--- src/rtl/reg_arb_pkg.sv ---
// rtl/reg_arb_pkg.sv - shared constants and state type for the shared-register write arbiter
package reg_arb_pkg;

  // Default requester count and matching source-index width.
  localparam int NREQ_DEFAULT = 4;
  localparam int SRC_W        = $clog2(NREQ_DEFAULT);

  // Arbiter states; LOCKED is only reachable when REG_ARB_LOCK_EN is defined.
  typedef enum logic {
    IDLE   = 1'b0,
    LOCKED = 1'b1
  } arb_state_e;

endpackage

--- src/rtl/rr_pick.sv ---
// rtl/rr_pick.sv - combinational round-robin winner selection
// Ports:
//   req   [NREQ-1:0]  request vector, bit k = requester k
//   ptr   [SW-1:0]    highest-priority requester index
//   gnt   [NREQ-1:0]  one-hot winner (zero when no request)
//   index [SW-1:0]    winner index (zero when no request)
//   any               at least one request present
module rr_pick
  import reg_arb_pkg::*;
#(
  parameter int NREQ = NREQ_DEFAULT,
  parameter int SW   = $clog2(NREQ)
) (
  input  logic [NREQ-1:0] req,
  input  logic [SW-1:0]   ptr,
  output logic [NREQ-1:0] gnt,
  output logic [SW-1:0]   index,
  output logic            any
);

  logic [SW-1:0] cand;

  // Walk the search order backwards so the candidate closest to ptr is
  // written last and therefore wins. NREQ is a power of two, so the SW-bit
  // addition wraps modulo NREQ for free.
  always_comb begin
    index = '0;
    cand  = '0;
    for (int i = NREQ - 1; i >= 0; i--) begin
      cand = ptr + SW'(i);
      if (req[cand]) index = cand;
    end
    any = |req;
    gnt = any ? (NREQ'(1) << index) : '0;
  end

endmodule

--- src/rtl/reg_wr_arb.sv ---
// rtl/reg_wr_arb.sv - round-robin arbitrated writes into one shared register
// Optional feature macro: REG_ARB_LOCK_EN (owner lock via i_lock).
// Ports:
//   clk                    rising-edge clock
//   i_rst                  asynchronous active-high reset
//   i_sclr                 synchronous clear
//   i_req   [NREQ-1:0]     write requests
//   i_data  [NREQ*WIDTH]   packed write data, requester k at [k*WIDTH +: WIDTH]
//   i_lock  [NREQ-1:0]     lock requests (ignored unless REG_ARB_LOCK_EN)
//   o_gnt   [NREQ-1:0]     registered one-hot grant / ack
//   o_src   [SRC_W-1:0]    index of last granted requester
//   o_valid                o_y was written at the previous edge
//   o_y     [WIDTH-1:0]    shared register
module reg_wr_arb
  import reg_arb_pkg::*;
#(
  parameter int WIDTH = 32,
  parameter int NREQ  = NREQ_DEFAULT
) (
  input  logic                     clk,
  input  logic                     i_rst,
  input  logic                     i_sclr,
  input  logic [NREQ-1:0]          i_req,
  input  logic [NREQ*WIDTH-1:0]    i_data,
  input  logic [NREQ-1:0]          i_lock,
  output logic [NREQ-1:0]          o_gnt,
  output logic [$clog2(NREQ)-1:0]  o_src,
  output logic                     o_valid,
  output logic [WIDTH-1:0]         o_y
);

  localparam int SW = $clog2(NREQ);

  logic [SW-1:0]    ptr;
  logic [WIDTH-1:0] data_arr [NREQ];
  logic [NREQ-1:0]  arb_req;
  logic [NREQ-1:0]  pick_gnt;
  logic [SW-1:0]    pick_idx;
  logic             pick_any;
  logic             grant_now;
  logic [SW-1:0]    sel;
  logic [NREQ-1:0]  next_gnt;

  for (genvar k = 0; k < NREQ; k++) begin : g_unpack
    assign data_arr[k] = i_data[k*WIDTH +: WIDTH];
  end

`ifdef REG_ARB_LOCK_EN
  arb_state_e state;
  logic       hold;

  // While LOCKED, o_src is the owner. The owner keeps the register as long as
  // it holds both req and lock; once it lets go, the same edge arbitrates
  // among everyone else starting at owner+1 (ptr already points there).
  always_comb begin
    hold    = (state == LOCKED) && i_req[o_src] && i_lock[o_src];
    arb_req = (state == LOCKED) ? (i_req & ~(NREQ'(1) << o_src)) : i_req;
  end
`else
  logic unused_lock;
  assign unused_lock = ^i_lock;
  assign arb_req     = i_req;
`endif

  rr_pick #(
    .NREQ (NREQ),
    .SW   (SW)
  ) u_pick (
    .req   (arb_req),
    .ptr   (ptr),
    .gnt   (pick_gnt),
    .index (pick_idx),
    .any   (pick_any)
  );

  always_comb begin
`ifdef REG_ARB_LOCK_EN
    grant_now = hold | pick_any;
    sel       = hold ? o_src : pick_idx;
    next_gnt  = hold ? (NREQ'(1) << o_src) : pick_gnt;
`else
    grant_now = pick_any;
    sel       = pick_idx;
    next_gnt  = pick_gnt;
`endif
  end

  always_ff @(posedge clk or posedge i_rst) begin
    if (i_rst) begin
      o_y     <= '0;
      o_gnt   <= '0;
      o_src   <= '0;
      o_valid <= 1'b0;
      ptr     <= '0;
`ifdef REG_ARB_LOCK_EN
      state   <= IDLE;
`endif
    end else if (i_sclr) begin
      o_y     <= '0;
      o_gnt   <= '0;
      o_src   <= '0;
      o_valid <= 1'b0;
      ptr     <= '0;
`ifdef REG_ARB_LOCK_EN
      state   <= IDLE;
`endif
    end else if (grant_now) begin
      o_y     <= data_arr[sel];
      o_gnt   <= next_gnt;
      o_src   <= sel;
      o_valid <= 1'b1;
      ptr     <= sel + SW'(1);
`ifdef REG_ARB_LOCK_EN
      state   <= i_lock[sel] ? LOCKED : IDLE;
`endif
    end else begin
      o_gnt   <= '0;
      o_valid <= 1'b0;
`ifdef REG_ARB_LOCK_EN
      state   <= IDLE;
`endif
    end
  end

endmodule

--- config.mk ---
export PLATFORM = sky130hd
export DESIGN_NAME = reg_wr_arb
export DESIGN_NICKNAME = d
export VERILOG_FILES = /design/src/rtl/reg_arb_pkg.sv /design/src/rtl/rr_pick.sv /design/src/rtl/reg_wr_arb.sv
export SDC_FILE = /design/constraint.sdc
export NUM_CORES = 1
export LEC_CHECK = 0
export BUFFER_PORTS_ARGS = -buffer_cell sky130_fd_sc_hd__buf_2
export CORE_UTILIZATION = 43
export CTS_BUF_LIST = sky130_fd_sc_hd__clkbuf_2 sky130_fd_sc_hd__clkbuf_4 sky130_fd_sc_hd__clkbuf_8
export DETAILED_ROUTE_END_ITERATION = 10
export PLACE_DENSITY = 0.83
export SETUP_SLACK_MARGIN = 0.15
export SYNTH_ARGS = -nofsm -noshare
export SYNTH_HDL_FRONTEND = slang
export SYNTH_SLANG_ARGS = --single-unit
--- constraint.sdc ---
create_clock -name clk -period 2.2 [get_ports clk]
set_clock_uncertainty 0.1 [all_clocks]
set_input_delay 0.11 -clock clk [delete_from_list [all_inputs] [get_ports clk]]
set_output_delay 0.11 -clock clk [all_outputs]
set_load 0.02 [all_outputs]
==> impl_metrics.csv <==
group,metric,value,unit
run_status,status,"completed",
setup_path,r2r-start,"ptr[1]",
place,place.detailed.hpwl,5.08,mm
timing,rsz0062_at_grt,"no",
finish,nets,528,
synth,async_reset_ff_frac,1.00,
clock_network,cts-resized-gates,0,
power,power.share.sequential,0.371,
clock_network,clkTransAtPathRegs,0.08,ns
finish,layout_common_cells,"173 x buf_2, 64 x mux2i_1, 41 x dfrtp_1",
power,p_leak,1.84,nW
timing,worstMarginPinSlew,0.511,ns
global_route,antenna_found_initial,0,
finish,final_cell_area,3590,sq um
routing,remaining_drc_errors,0,
min_path,hold_end,"o_y[6]",
clock_network,numCtsBuffers,5,
setup_path,cp.arrival,1.93,ns
die,start_util,0.459,
finish,fin_util,0.636,
setup_path,rr_worst_depth,6,
timing,hold_viol_final,0,
power,power.density,717,nW/um^2
global_route,grt_max_degree,42,
die,die_y,79.6,um
power,ir_drop,384,uV
clock_network,cts_setup_buffers,0,
die,die_w,79.6,um
power,intPower,0.00164,W
min_path,min_path_type,"in -> reg",
power,finalPower,0.00257,W
power,p_sw,0.000928,W
setup_path,critPathMaxStageDelay,0.44,ns
die,die_area,6330,sq um
die,coreArea,5640,sq um
place,place_area,3480,sq um
synth,netlist_area,2590,sq um
routing,finalWirelength,6.61,mm
die,pin_count,178,
timing,maxSlewViolCount,0,
clock_network,cts_tree,"yes",
synth,synthCells,218,
setup_path,path_delay_family,"compound AO/OA/AOI/OAI gates",
synth,synth.net_count,357,
routing,avgRoutedWirePerCell,14.3,um
synth,synth_edf_count,0,
timing,setup_tns,0,ns
synth,synth-seq-cells,41,
finish,drive_gt1_frac,0.571,
synth,yosysTopAreaCellShare,0.396,
timing,setup_viol,0,
setup_path,path_max_fanout,38,
finish,layout.cells.most_common,"buf_2",
setup_path,worst_path_max_delay_cell,"dfrtp_1",
global_route,grt.overflow.total,0,
clock_network,clk_path_buf_depth,2,
synth,synthTopCellsByArea,"dfrtp_1 40%, mux2i_1 25%, o221ai_2 16%, nand2_1 5.2%, buf_6 2.6%",
power,clkPwrFrac,0.195,
timing,layout_min_cycle_time,1.88,ns
setup_path,cp-start-kind,"register",
setup_path,crit_path_cell_trace,"a21oi_1, o21ai_1, a21oi_4, buf_12, mux2i_1, o221ai_2",
synth,yosysTopAreaCell,"dfrtp_1",
global_route,grt_pass1_wl,10.1,mm
synth,yosysSeqAreaShare,0.396,
synth,yosysWarnings,0,
synth,synthFlopType,"dfrtp_1",
clock_network,cts_sinks,41,
setup_path,worst-path-buf-inv,1,
clock_network,htreeDepth,2,
setup_path,required,2.26,ns
setup_path,reg2reg_setup_slack,0.32,ns
timing,max_freq,0.532,GHz
routing,antenna_left,0,
place,io_buffers,173,
power,p_sw_frac,0.361,
timing,finalCritPeriodShare,0.854,
setup_path,critPathKind,"reg -> reg",
global_route,grtUsageTotal,0.206,
die,fp-row-count,27,
global_route,grt_pass1_vias,2309,
synth,synth.avg_cell_area,11.9,sq um
routing,drt-pass1-iter-count,4,
clock_network,root_buffer,"clkbuf_8",
run,maxCapViolations,0,
finish,antenna_cells,0,
timing,relSlewSlack,0.659,
place,place.gp.congestion,0.768,
setup_path,worstSetupEndpointType,"register",
min_path,worstHoldPathCells,3,
synth,synthDistinctLibCells,23,
clock_network,clock_latency,0.28,ns
finish,area_delta_synth_final,38.6,%
power,power_frac_comb,0.434,
routing,drt-vias-per-instance,5.14,
setup_path,reg2reg_to,"o_y[23]",
routing,drtIter0Drc,58,
routing,vias,2368,
min_path,min-delay-start,"i_data[38]",
-- Yosys cell counts, types with 2 or more instances --
cell type   n
buf_8       4
buf_6       6
nand2b_1    3
buf_4       2
nand2_1    36
inv_1       4
o221ai_2   28
o221ai_1    4
mux2i_1    64
a21oi_1     4
clkbuf_4    2
nor2_1      5
dfrtp_1    41
a22o_1      3
buf_2       4
-- sequential cells by signal, summed over array words and instances (netlist names) --
name	cells
ptr	2
o_src	2
o_gnt	4
o_valid	1
o_y	32
-- cell families (layout without fill, tap and decap cells) --
group                  count (synthesis)  after routing  share of synthesized area
buffers and inverters                 24            195                     0.0773
AO/OA/AOI/OAI                         41             41                      0.202
multiplexers                          64             64                      0.247
AND/OR/NAND/NOR                       47             47                     0.0740
flip-flops                            41             41                      0.396
XOR/XNOR                               1              1                    0.00338
-- worst reg2reg max path: stages (launching register included) --
cell and delay [ns]:
dfrtp_1 0.44, a21oi_1 0.15, o21ai_1 0.11, a21oi_4 0.23, buf_12 0.28, mux2i_1 0.32
o221ai_2 0.14
-- worst max-delay path by stage --
| stage | from | endpoint | depth (start not counted) |
|---|---|---|---|
| 3_3_place_gp | ptr[1] | o_y[20] | 6 |
| 6_report | ptr[1] | o_y[23] | 6 |
| 3_5_place_dp | ptr[1] | o_y[23] | 6 |
| 2_1_floorplan | ptr[1] | o_y[10] | 8 |
| 4_1_cts | ptr[1] | o_y[23] | 6 |
| 5_1_grt | ptr[1] | o_y[20] | 6 |
-- what timing repair did --
item	CTS	global route
hold buffers	2	0
endpoints found under the setup margin	0	0
hold endpoints to repair	42	0
-- metal layers --
| layer | global-route usage | routed length, um |
|---|---|---|
| met1 | 0.222 | 2570 |
| met2 | 0.397 | 3530 |
| met3 | 0.0366 | 444 |
| met4 | 0.0709 | 62 |
| met5 | 0 | 0 |
-- metrics by stage --
step | hold slack (ns) | cells | setup slack [ns]
2_1_floorplan | 0.132 | 218 | 0.501
3_3_place_gp | 0.158 | 452 | 0.386
3_5_place_dp | 0.165 | 452 | 0.333
4_1_cts | 0.00787 | 461 | 0.313
5_1_grt | 0.0521 | 461 | 0.178
6_report | 0.0199 | 461 | 0.321
-- layout make-up --
| type | count | area [sq um] |
|---|---|---|
| fillers | 472 | 2050 |
| multi-input cells | 153 | 1380 |
| flip-flops and latches | 41 | 1030 |
| repair buffers | 183 | 983 |
| clock buffers | 7 | 90.1 |
| well taps | 72 | 90.1 |
| inverters | 5 | 18.8 |
-- power groups by stage --
stage / registers (W) / logic [W] / clock network (W)
after floorplan: 0.00113 / 0.000636 / 0
after global placement: 0.000962 / 0.00110 / 0
after detailed placement: 0.000967 / 0.00113 / 0
after CTS: 0.000954 / 0.00113 / 0.000525
after global routing: 0.000974 / 0.00120 / 0.000556
final: 0.000954 / 0.00112 / 0.000502
Note: power is estimated with default switching activity, not from simulation.
